===== config.mk =====
export PLATFORM = sky130hd
export DESIGN_NAME = rv32i_wb_arbiter_flat
export DESIGN_NICKNAME = d
export VERILOG_FILES = /design/src/rtl/rv32i_wb_arbiter_if.sv /design/src/rtl/rv32i_wb_arbiter.sv /design/src/flat_wrapper.sv
export SDC_FILE = /design/constraint.sdc
export NUM_CORES = 1
export LEC_CHECK = 0
export ABC_AREA = 1
export CAP_MARGIN = 20
export CELL_PAD_IN_SITES_DETAIL_PLACEMENT = 0
export CELL_PAD_IN_SITES_GLOBAL_PLACEMENT = 2
export CORE_MARGIN = 2
export CORE_UTILIZATION = 28
export CTS_CLUSTER_DIAMETER = 40
export DETAILED_ROUTE_END_ITERATION = 8
export GPL_TIMING_DRIVEN = 0
export PLACE_DENSITY = 0.89
export SYNTH_ARGS = -nofsm -noshare
export SYNTH_HDL_FRONTEND = slang
export SYNTH_SLANG_ARGS = --single-unit

===== constraint.sdc =====
create_clock -name clk -period 3.68 [get_ports clk]
set_input_delay 0.736 -clock clk [delete_from_list [all_inputs] [get_ports clk]]
set_output_delay 0.736 -clock clk [all_outputs]
set_load 0.005 [all_outputs]

===== src/rtl/rv32i_wb_arbiter_if.sv =====
// Writeback arbiter bus: the two producer handshakes, the issue-stage
// scoreboard query, and the register file write port.
interface rv32i_wb_arbiter_if #(
    parameter int DATA_WIDTH = 32
);
    logic                  alu_valid;
    logic                  alu_ready;
    logic [4:0]            alu_rd;
    logic [DATA_WIDTH-1:0] alu_data;
    logic                  lsu_valid;
    logic                  lsu_ready;
    logic [4:0]            lsu_rd;
    logic [DATA_WIDTH-1:0] lsu_data;
    logic                  issue_valid;
    logic [4:0]            issue_rd;
    logic [4:0]            rs1_reg;
    logic [4:0]            rs2_reg;
    logic                  rs1_busy;
    logic                  rs2_busy;
    logic                  wb_enable;
    logic [4:0]            wb_reg;
    logic [DATA_WIDTH-1:0] wb_data;
    logic                  wb_err;

    // Producers / issue stage side
    modport master (
        output alu_valid, alu_rd, alu_data,
        output lsu_valid, lsu_rd, lsu_data,
        output issue_valid, issue_rd, rs1_reg, rs2_reg,
        input  alu_ready, lsu_ready, rs1_busy, rs2_busy,
        input  wb_enable, wb_reg, wb_data, wb_err
    );

    // Arbiter side
    modport slave (
        input  alu_valid, alu_rd, alu_data,
        input  lsu_valid, lsu_rd, lsu_data,
        input  issue_valid, issue_rd, rs1_reg, rs2_reg,
        output alu_ready, lsu_ready, rs1_busy, rs2_busy,
        output wb_enable, wb_reg, wb_data, wb_err
    );
endinterface


===== src/rtl/rv32i_wb_arbiter.sv =====
// Round-robin arbiter sharing the register file write port between the ALU
// and the LSU, with a pending-write scoreboard for RAW hazard stalls.
module rv32i_wb_arbiter #(
    parameter int DATA_WIDTH = 32,
    parameter int INIT_PRIO  = 0
) (
    input  logic                clk,
    input  logic                reset,
    rv32i_wb_arbiter_if.slave   bus
);
    localparam logic INIT_PRIO_L = (INIT_PRIO != 0);

    // prio_q: 0 = ALU preferred on contention, 1 = LSU preferred
    logic                  prio_q, prio_d;
    // bit 0 (x0) is never set so busy lookups of x0 read 0
    logic [31:0]           pending_q, pending_d;
    logic                  wb_enable_q, wb_enable_d;
    logic [4:0]            wb_reg_q, wb_reg_d;
    logic [DATA_WIDTH-1:0] wb_data_q, wb_data_d;
    logic                  wb_err_q, wb_err_d;

    logic                  grant_alu_s, grant_lsu_s;
    logic [4:0]            acc_rd_s;
    logic [DATA_WIDTH-1:0] acc_data_s;
    logic                  acc_pending_s;

    // Grant selection and round-robin pointer update
    always_comb begin
        grant_alu_s = 1'b0;
        grant_lsu_s = 1'b0;
        prio_d      = prio_q;
        if (bus.alu_valid && bus.lsu_valid) begin
            if (prio_q) begin
                grant_lsu_s = 1'b1;
            end else begin
                grant_alu_s = 1'b1;
            end
            // point at the loser: ALU won -> LSU preferred next
            prio_d = grant_alu_s;
        end else if (bus.alu_valid) begin
            grant_alu_s = 1'b1;
        end else if (bus.lsu_valid) begin
            grant_lsu_s = 1'b1;
        end else begin
            grant_alu_s = 1'b0;
            grant_lsu_s = 1'b0;
        end
    end

    // Accepted result mux, writeback next state and error detection
    always_comb begin
        acc_rd_s    = bus.alu_rd;
        acc_data_s  = bus.alu_data;
        if (grant_lsu_s) begin
            acc_rd_s   = bus.lsu_rd;
            acc_data_s = bus.lsu_data;
        end else begin
            acc_rd_s   = bus.alu_rd;
            acc_data_s = bus.alu_data;
        end
        // a same-cycle issue of this rd counts as pending
        acc_pending_s = pending_q[acc_rd_s] |
                        (bus.issue_valid && (bus.issue_rd == acc_rd_s));
        // x0 results are accepted but never written
        wb_enable_d = (grant_alu_s || grant_lsu_s) && (acc_rd_s != 5'd0);
        wb_reg_d    = wb_reg_q;
        wb_data_d   = wb_data_q;
        if (wb_enable_d) begin
            wb_reg_d  = acc_rd_s;
            wb_data_d = acc_data_s;
        end else begin
            wb_reg_d  = wb_reg_q;
            wb_data_d = wb_data_q;
        end
        wb_err_d = wb_err_q | (wb_enable_d & ~acc_pending_s);
    end

    // Scoreboard next state: clear on retire, then set on issue so set wins
    always_comb begin
        pending_d = pending_q;
        if (wb_enable_q) begin
            pending_d[wb_reg_q] = 1'b0;
        end else begin
            pending_d = pending_q;
        end
        if (bus.issue_valid && (bus.issue_rd != 5'd0)) begin
            pending_d[bus.issue_rd] = 1'b1;
        end else begin
            pending_d[0] = 1'b0;
        end
        pending_d[0] = 1'b0;
    end

    // State registers; async reset drops any accepted-but-unwritten result
    always_ff @(posedge clk or negedge reset) begin
        if (!reset) begin
            prio_q      <= INIT_PRIO_L;
            pending_q   <= 32'd0;
            wb_enable_q <= 1'b0;
            wb_reg_q    <= 5'd0;
            wb_data_q   <= '0;
            wb_err_q    <= 1'b0;
        end else begin
            prio_q      <= prio_d;
            pending_q   <= pending_d;
            wb_enable_q <= wb_enable_d;
            wb_reg_q    <= wb_reg_d;
            wb_data_q   <= wb_data_d;
            wb_err_q    <= wb_err_d;
        end
    end

    // Handshake readies and busy lookups are combinational
    assign bus.alu_ready = grant_alu_s;
    assign bus.lsu_ready = grant_lsu_s;
    assign bus.rs1_busy  = pending_q[bus.rs1_reg];
    assign bus.rs2_busy  = pending_q[bus.rs2_reg];
    assign bus.wb_enable = wb_enable_q;
    assign bus.wb_reg    = wb_reg_q;
    assign bus.wb_data   = wb_data_q;
    assign bus.wb_err    = wb_err_q;
endmodule


===== src/flat_wrapper.sv =====
// flat-port wrapper written by rule: the top's interface ports become plain ports
module rv32i_wb_arbiter_flat 
#(
    parameter int DATA_WIDTH = 32,
    parameter int INIT_PRIO  = 0
)
  (clk, reset, bus_alu_valid, bus_alu_rd, bus_alu_data, bus_lsu_valid, bus_lsu_rd, bus_lsu_data, bus_issue_valid, bus_issue_rd, bus_rs1_reg, bus_rs2_reg, bus_alu_ready, bus_lsu_ready, bus_rs1_busy, bus_rs2_busy, bus_wb_enable, bus_wb_reg, bus_wb_data, bus_wb_err);
  rv32i_wb_arbiter_if #(.DATA_WIDTH(DATA_WIDTH)) bus_i ();
  input  logic clk;
  input  logic reset;
  input wire logic [$bits(bus_i.alu_valid)-1:0] bus_alu_valid;
  input wire logic [$bits(bus_i.alu_rd)-1:0] bus_alu_rd;
  input wire logic [$bits(bus_i.alu_data)-1:0] bus_alu_data;
  input wire logic [$bits(bus_i.lsu_valid)-1:0] bus_lsu_valid;
  input wire logic [$bits(bus_i.lsu_rd)-1:0] bus_lsu_rd;
  input wire logic [$bits(bus_i.lsu_data)-1:0] bus_lsu_data;
  input wire logic [$bits(bus_i.issue_valid)-1:0] bus_issue_valid;
  input wire logic [$bits(bus_i.issue_rd)-1:0] bus_issue_rd;
  input wire logic [$bits(bus_i.rs1_reg)-1:0] bus_rs1_reg;
  input wire logic [$bits(bus_i.rs2_reg)-1:0] bus_rs2_reg;
  output wire logic [$bits(bus_i.alu_ready)-1:0] bus_alu_ready;
  output wire logic [$bits(bus_i.lsu_ready)-1:0] bus_lsu_ready;
  output wire logic [$bits(bus_i.rs1_busy)-1:0] bus_rs1_busy;
  output wire logic [$bits(bus_i.rs2_busy)-1:0] bus_rs2_busy;
  output wire logic [$bits(bus_i.wb_enable)-1:0] bus_wb_enable;
  output wire logic [$bits(bus_i.wb_reg)-1:0] bus_wb_reg;
  output wire logic [$bits(bus_i.wb_data)-1:0] bus_wb_data;
  output wire logic [$bits(bus_i.wb_err)-1:0] bus_wb_err;
  assign bus_i.alu_valid = bus_alu_valid;
  assign bus_i.alu_rd = bus_alu_rd;
  assign bus_i.alu_data = bus_alu_data;
  assign bus_i.lsu_valid = bus_lsu_valid;
  assign bus_i.lsu_rd = bus_lsu_rd;
  assign bus_i.lsu_data = bus_lsu_data;
  assign bus_i.issue_valid = bus_issue_valid;
  assign bus_i.issue_rd = bus_issue_rd;
  assign bus_i.rs1_reg = bus_rs1_reg;
  assign bus_i.rs2_reg = bus_rs2_reg;
  assign bus_alu_ready = bus_i.alu_ready;
  assign bus_lsu_ready = bus_i.lsu_ready;
  assign bus_rs1_busy = bus_i.rs1_busy;
  assign bus_rs2_busy = bus_i.rs2_busy;
  assign bus_wb_enable = bus_i.wb_enable;
  assign bus_wb_reg = bus_i.wb_reg;
  assign bus_wb_data = bus_i.wb_data;
  assign bus_wb_err = bus_i.wb_err;
  rv32i_wb_arbiter #(.DATA_WIDTH(DATA_WIDTH), .INIT_PRIO(INIT_PRIO)) u_core (.clk(clk), .reset(reset), .bus(bus_i));
endmodule

==> results of run 1 <==
[cell type report]
type	count	area share (%)
well taps	216	4.19
clock buffers	9	3.49
flip-flops and latches	71	27.5
multi-input cells	434	35.4
plain buffers	25	2.64
clock inverters	7	1.86
inverters	63	3.67
repair buffers	136	21.2
[through the flow]
step,setup WS [ps],utilization (%)
2_1_floorplan,1290,-
3_3_place_gp,-579,38.8
3_5_place_dp,-31.7,38.8
4_1_cts,3.25,41.0
5_1_grt,35.3,41.1
6_report,207,41.1
[worst reg2reg max path: cells and delay by family, from the launching register on]
kind / cells / cell delay [ps]
and+or+nand+nor: 10 / 1120
DFF: 1 / 420
buffers and inverters: 1 / 330
AOI/OAI and AO/OA: 1 / 290
[worst max-delay path by stage]
stage | startpoint | to | slack [ps] | depth (start not counted)
final | bus_rs2_reg[0] | bus_rs2_busy | 210 | 9
after floorplan | bus_rs1_reg[1] | bus_rs1_busy | 1290 | 8
after global placement | reset | u_core.bus.wb_data[26] | -580 | 1
after CTS | bus_rs1_reg[1] | bus_rs1_busy | 3 | 10
after detailed placement | bus_rs2_reg[1] | bus_rs2_busy | -30 | 8
after global routing | bus_rs2_reg[0] | bus_rs2_busy | 40 | 9
[cells in the final DEF (no fill, tap or decap), drive strengths merged]
cell,n
a31oi,33
buf,14
clkinvlp,1
clkdlybuf4s50,132
nand2,143
dlymetal6s2s,3
nand3b,1
clkinv,2
inv,64
nand3,66
o21a,1
bufinv,3
o31ai,2
dfrtp,71
o211ai,5
a21oi,35
o21ai,108
nor2,39
a32oi,1
clkbuf,21
[timing repair]
item	4_1_cts	5_1_grt
gates resized for setup	2	16
hold buffers	0	0
endpoints found under the setup margin	2	2
endpoints found under the hold margin	0	0
setup buffers	0	0
[per-layer routing]
layer	vias to the layer above	routed length [um]	global-route usage (%)
met4	0	317	6.26
met3	19	1630	6.31
met2	227	7660	33.7
met5	-	0	0
li1	2292	-	-
met1	2175	6540	23.4
[kinds of logic after synthesis]
family | Yosys count | synth area share (%)
flip-flops | 71 | 39.8
AO/OA/AOI/OAI | 185 | 27.1
AND/OR/NAND/NOR | 249 | 24.2
buffers and inverters | 88 | 8.92
[power by group]
group / leakage (nW) / internal, mW / switching [mW]
registers: 0.811 / 1.01 / 0.230
logic: 1.78 / 0.487 / 0.584
clock network: 0.166 / 0.665 / 0.356
==> run summary, run 1 <==
The run finished with clean final reports. The area inside the core boundary came out at ~16,000 um^2. TritonCTS built the clock tree. The first global-routing pass estimated roughly 26,000 um of wire. For this block, the initial DRC count from the detailed router was 261.

The overall routing resource usage came out at 19.6%. The clock skew after layout is 6.26 ps. The count of warnings emitted by yosys came out at 0. The maximum VDD drop came out at between 200 and 300 uV. The endpoint arrival time on the critical path is around 2700 ps. The critical path goes through clkdlybuf4s50_1, inv_1, clkbuf_2, o21ai_0, a21oi_1, o21ai_1, nand3_1, a32oi_1, clkdlybuf4s50_1.

The max-slew violation count came out at 0. In this run the horizontal extent of the chip is 130 um. The critical path class is in2out. The maximum level of the CTS H-tree is 3.

The port buffer count came out at between 100 and 150. The cell row count is 46. Data on the critical path is required at its endpoint by about 2900 ps. The number of distinct standard cells referenced by the synthesized netlist came out at 24. Relative to the synthesized area, the layout overhead comes to 44.6%. The most repeated library cell on the critical path is sky130_fd_sc_hd__clkdlybuf4s50_1.

For this configuration, the core starts out at a cell density of 28.4%. In this run the worst path has a maximum fanout of 10. The total standard cell area after synthesis is between 4000 and 5000 um^2. The count of max-cap constraint violations is 0. The leakage power total is roughly 2.8 nW. The post-place instance area came out at 6090 um^2. The worst path needs roughly 3500 ps of the cycle, external delays included. For this run, asynchronously set or reset flops after synthesis account for 100%. The number of global-route vias before repair came to just under 5,000. The total power consumption of the routed design came out at 3.33 mW.

The biggest cell delay along the critical path is 520 ps. The finished cells cover about 6500 um^2. In this run the most critical hold path is launched from u_core.bus.wb_err. The post-route DRC violation count came out at 0. The floorplan die area came out at around 17,000 um^2. Summed over all instances, the cell type with the most area after synthesis is sky130_fd_sc_hd__dfrtp_1. The worst hold path terminates at u_core.bus.wb_err. The final weighted congestion in routability-driven placement came out at slightly above 0.8. After detailed routing, the number of vias per cell comes to 4.90. The count of nets left with antenna violations after detail routing is 0.

The count of buffer and inverter cells on the critical path is 4. The normalized max-slew margin came out at roughly 39%. The endpoint identified for the worst register-to-register timing path is u_core.bus.wb_err. The portion of synthesized cell area occupied by the leading cell type came out at 39.8%. The instance count after placement with tap cells included is 945.

The maximum number of pins on one net before global-route repair is 72. The top cell family by delay on the critical path is buffers and inverters. STA classifies the critical path endpoint as an output pin. The worst register-to-register path has a setup slack of 1480 ps. The height of the die came out at 130 um. The number of buffers inserted during clock tree synthesis came out at 9. The number of flip-flops under the largest register name came out at 32. The cell count of the worst reg-to-reg path came out at 12. Adding up every negative setup slack in the final design gives 0 ps. Ranked by instance count, the synthesized netlist is headed by 138 x sky130_fd_sc_hd__nand2_1, 105 x sky130_fd_sc_hd__o21ai_0, 71 x sky130_fd_sc_hd__dfrtp_1, 66 x sky130_fd_sc_hd__nand3_1, 57 x sky130_fd_sc_hd__inv_1.

The synthesized area divided by synthesized cell count is roughly 7.5 um^2. The worst hold path stage count came out at 2. The worst setup path is launched from a primary input. Setup repair after global routing left no endpoint under its margin. The tightest hold path in the finished design has a slack of approximately 470 ps.

The most used flip-flop cell after synthesis is sky130_fd_sc_hd__dfrtp_1. Derived from the worst setup path, the maximum achievable clock frequency is 288 MHz. The net count of the mapped netlist came out at 687. After synthesis, flip-flops and latches occupy 39.8% of the total area.

The number of flip-flops and latches in the synthesized netlist is 71. The post-route fraction of the period consumed by the critical path came out at 94.4%. The clock tree root driver cell is sky130_fd_sc_hd__clkbuf_16. The number of hold-slack violations in the final timing report was 0. The initial antenna violation count came out at 0. The cell count after synthesis came out at 593. In this run the worst hold path is classified as reg2reg. The leading cell type by number of instances after synthesis is sky130_fd_sc_hd__nand2_1. In this run the deepest clock path goes through 2 buffers. Across all layers, the routed design uses 4,713 vias. The I/O pin count is 137. The clock latency on the worst-skew pair came out at around 340 ps. The worst register-to-register path begins at u_core.prio_q. The TritonCTS sink count came out at 71. The clock slew at the register clock pins of the worst setup and hold paths came out at about 60 ps. The total area of multi-input combinational cells is 2290 um^2.

Among all stages on the critical path, the largest delay is contributed by sky130_fd_sc_hd__clkdlybuf4s50_1. The final net count came out at 834. The number of enable flip-flop cells after synthesis came out at 0.

After detailed routing, the total wire length is 16,200 um. The sum of net half-perimeters after detailed placement came out at between 10,000 and 15,000 um. The final instance count without filler cells came out at 961. By area the synthesized netlist is led by sky130_fd_sc_hd__dfrtp_1 40%, sky130_fd_sc_hd__o21ai_0 12%, sky130_fd_sc_hd__nand2_1 12%.

The filler cell count is 1,573. Setup violations remaining at the end of the flow were counted as 0. For the pin with the worst max-slew slack, the measured transition is 921 ps. The number of detailed-route iterations in the first pass came out at 5.

In the final layout, the share of cells above drive strength 1 is 13.3%. The average routed wire per standard cell came out at 16.8 um. The ratio of total power to cell area came out at 517 nW/um^2. The total overflow reported by the global router came out at 0. The area taken by flip-flops and latches is 1780 um^2. The number of antenna cells inserted came out at 0.
Power figures use the tool's default switching activity.
==> run 2, diff against run 1 <==
==> constraint.sdc (replaced) <==
create_clock -name clk -period 3.68 [get_ports clk]
set_input_delay 0.552 -clock clk [delete_from_list [all_inputs] [get_ports clk]]
set_output_delay 0.552 -clock clk [all_outputs]
set_load 0.005 [all_outputs]
==> run 2 against run 1 <==
Critical path depth up 1. Flip-flop and latch count unchanged. Maximum frequency is 3.8% higher. Clock skew is essentially flat. Combinational power hardly changed.
==> run summary, run 2 (synthesis gave the netlist of run 1 again) <==
The run finished with clean final reports. The area inside the core boundary came out at 15,700 um^2 (unchanged). The fraction of layout cells with a size suffix above 1 came out at 12.2% (-1.1 points). The instance count after placement with tap cells included is 945 (unchanged). The cell row count is 46 (unchanged). The maximum number of pins on one net before global-route repair was 72 (unchanged). The chip width came out at 130 um (unchanged).

The post-CTS setup repair buffer count came to 0 (unchanged). The endpoint arrival time on the critical path is 2790 ps (+50 ps). CTS placed an instance of sky130_fd_sc_hd__clkbuf_16 at the clock tree root.

The proportion of power drawn by flip-flops and latches is 37.3% (about the same). The post-place instance area is 6090 um^2 (unchanged). The maximum level of the CTS H-tree is 3 (unchanged). The floorplan die area came out at 17,000 um^2 (unchanged). The cell count of the worst reg-to-reg path is 12 (unchanged). The leakage power total came out at 2.71 nW (-1.7%).

The final net count is 834 (unchanged). The detailed router's first-iteration violation count is 244 (-6.5%). The library cell used most frequently in the layout, excluding fill and tap cells, is sky130_fd_sc_hd__nand2_1. The total overflow reported by the global router is 0 (unchanged). The clock slew at the register clock pins of the worst setup and hold paths is 60 ps (about the same).

The total power consumption of the routed design is 3.33 mW (-0.14%). The combinational power share is 32.1% (about the same). The endpoint of the most critical register-to-register path is u_core.bus.wb_err. The final instance count without filler cells came to 961 (unchanged).

The kind of path behind the tightest hold check is in2async. The wire length of the first global-routing pass is 25,500 um (unchanged). The initial antenna violation count is 0 (unchanged). The number of vias after detailed routing came out at 4,735 (+0.47%). The number of global-route vias before repair is 4,820 (unchanged). The TritonCTS sink count came to 71 (unchanged). The area taken by flip-flops and latches is 1780 um^2 (unchanged).

The share of total power consumed by net switching is 35.0% (-0.062 points). The average via count per standard cell came out at 4.93 (+0.47%). The setup path with the least slack is of type in2out. The startpoint identified for the worst register-to-register timing path is u_core.prio_q.

The clock latency on the worst-skew pair came out at 340 ps (about the same). The hold buffer count at CTS came out at 0 (unchanged). The final wirelength came to 16,100 um (-0.59%). The filler cell count came to 1,574 (+0.064%). The average routed wire per standard cell is 16.7 um (-0.59%). The internal power of the cells came out at 2.16 mW (about the same). The worst-path maximum fanout came out at 10 (unchanged). The overall routing resource usage is 19.6% (unchanged). The max-slew violation count is 0 (unchanged). The port buffer count is 136 (unchanged). The clock share of power is 30.7% (about the same).

The kind of start point of the critical path is a primary input. STA classifies the critical path endpoint as an output pin. The number of flip-flops under the largest register name came out at 32 (unchanged). The final worst hold slack is 356 ps (-113 ps).

The slew of the pin with the lowest slew margin came out at 919 ps (-2.09 ps). The total area of multi-input combinational cells is 2290 um^2 (unchanged). The final weighted congestion in routability-driven placement is 0.824 (unchanged).

The count of max-cap constraint violations is 0 (unchanged). The post-placement worst setup slack was 336 ps (+368 ps). The final core utilization was 41.0% (-0.10 points). The count of nets left with antenna violations after detail routing is 0 (unchanged). The data required time of the critical path came out at 3130 ps (+190 ps). The post-layout worst setup margin is 333 ps (+126 ps). The number of buffers inserted during clock tree synthesis was 9 (unchanged). The total net switching power is 1.17 mW (-0.32%). The final instance area is 6430 um^2 (-0.25%). The post-route DRC violation count is 0 (unchanged). The worst reg-to-reg setup slack came out at 1490 ps (about the same). The post-route fraction of the period consumed by the critical path is 91.0% (-3.4 points).

The achievable clock frequency came to 299 MHz (+3.8%). The total negative setup slack is 0 ps (unchanged). The signed area change from the synthesized netlist to the final layout is 44.3%.

The ratio of total power to cell area came out at 517 nW/um^2 (+0.11%). The number of buffers between clock root and the deepest sink came to 2 (unchanged). The post-CTS resize count was 0 (-2). The starting density of the core is 28.4% (unchanged). The total setup violations reported at the end of the flow was 0 (unchanged). The number of antenna cells inserted is 0 (unchanged). The height of the die is 130 um (unchanged). The maximum VDD drop is 257 uV (-0.30%). Setup repair after global routing left no endpoint under its margin. The number of hold-slack violations in the final timing report is 0 (unchanged). The normalized max-slew margin is 38.7% (+0.14 points). The number of detailed-route iterations in the first pass came out at 6 (+1). The final critical-path required period came to 3350 ps (-126 ps). The library cells used most frequently in the layout, excluding fill and tap cells, are 138 x sky130_fd_sc_hd__nand2_1, 135 x sky130_fd_sc_hd__clkdlybuf4s50_1, 105 x sky130_fd_sc_hd__o21ai_0, 71 x sky130_fd_sc_hd__dfrtp_1, 66 x sky130_fd_sc_hd__nand3_1. The clock skew after layout came out at 6.65 ps (+0.396 ps). The sum of net half-perimeters after detailed placement is 12,600 um (unchanged). The I/O pin count came to 137 (unchanged). TritonCTS built the clock tree.
-- run 2: cell count changes in the layout (fill, tap and decap cells not counted), moves of 3 or more --
| cell | change |
|---|---|
| sky130_fd_sc_hd__clkdlybuf4s50_1 | +3 |
| sky130_fd_sc_hd__dlymetal6s2s_1 | -3 |
| sky130_fd_sc_hd__clkbuf_2 | -6 |
| sky130_fd_sc_hd__clkbuf_1 | +7 |
-- run 2: layout make-up --
type                    count  area share, %
clock inverters             7           1.87
flip-flops and latches     71           27.6
well taps                 216           4.20
inverters                  63           3.67
plain buffers              25           2.51
multi-input cells         434           35.5
clock buffers               9           3.50
repair buffers            136           21.1
-- run 2: worst max path at each step --
| stage | from | endpoint | slack, ps | cells past startpoint |
|---|---|---|---|---|
| global placement | reset | u_core.bus.wb_data[26] | -400 | 1 |
| global route | bus_rs1_reg[1] | bus_rs1_busy | 90 | 10 |
| floorplan | bus_rs1_reg[1] | bus_rs1_busy | 1660 | 8 |
| detailed placement | bus_rs2_reg[1] | bus_rs2_busy | 340 | 8 |
| finish | bus_rs1_reg[1] | bus_rs1_busy | 330 | 10 |
| CTS | bus_rs2_reg[1] | bus_rs2_busy | 320 | 8 |
-- run 2: critical path, stage by stage --
cell,delay [ps]
sky130_fd_sc_hd__clkdlybuf4s50_1,550
sky130_fd_sc_hd__inv_1,130
sky130_fd_sc_hd__clkbuf_1,360
sky130_fd_sc_hd__o21ai_0,160
sky130_fd_sc_hd__a21oi_1,140
sky130_fd_sc_hd__a21oi_1,70
sky130_fd_sc_hd__o21ai_0,150
sky130_fd_sc_hd__nand2_1,80
sky130_fd_sc_hd__o21a_1,170
sky130_fd_sc_hd__clkdlybuf4s50_1,440
-- run 2: routing by layer --
metal	up-vias	GRT usage (%)	share of wire, %	wire, um
li1	2297	-	-	-
met1	2179	23.4	40	6470
met2	239	33.7	48	7630
met3	20	6.31	10	1640
met4	0	6.26	1.9	312
met5	-	0	0	0
-- run 2: power by group through the flow --
stage | Sequential, mW | Combinational (mW) | Clock [mW]
floorplan | 1.16 | 0.611 | 0
global placement | 1.24 | 1.05 | 0
detailed placement | 1.25 | 1.06 | 0
CTS | 1.23 | 1.07 | 1.03
global route | 1.28 | 1.21 | 1.07
finish | 1.24 | 1.07 | 1.02
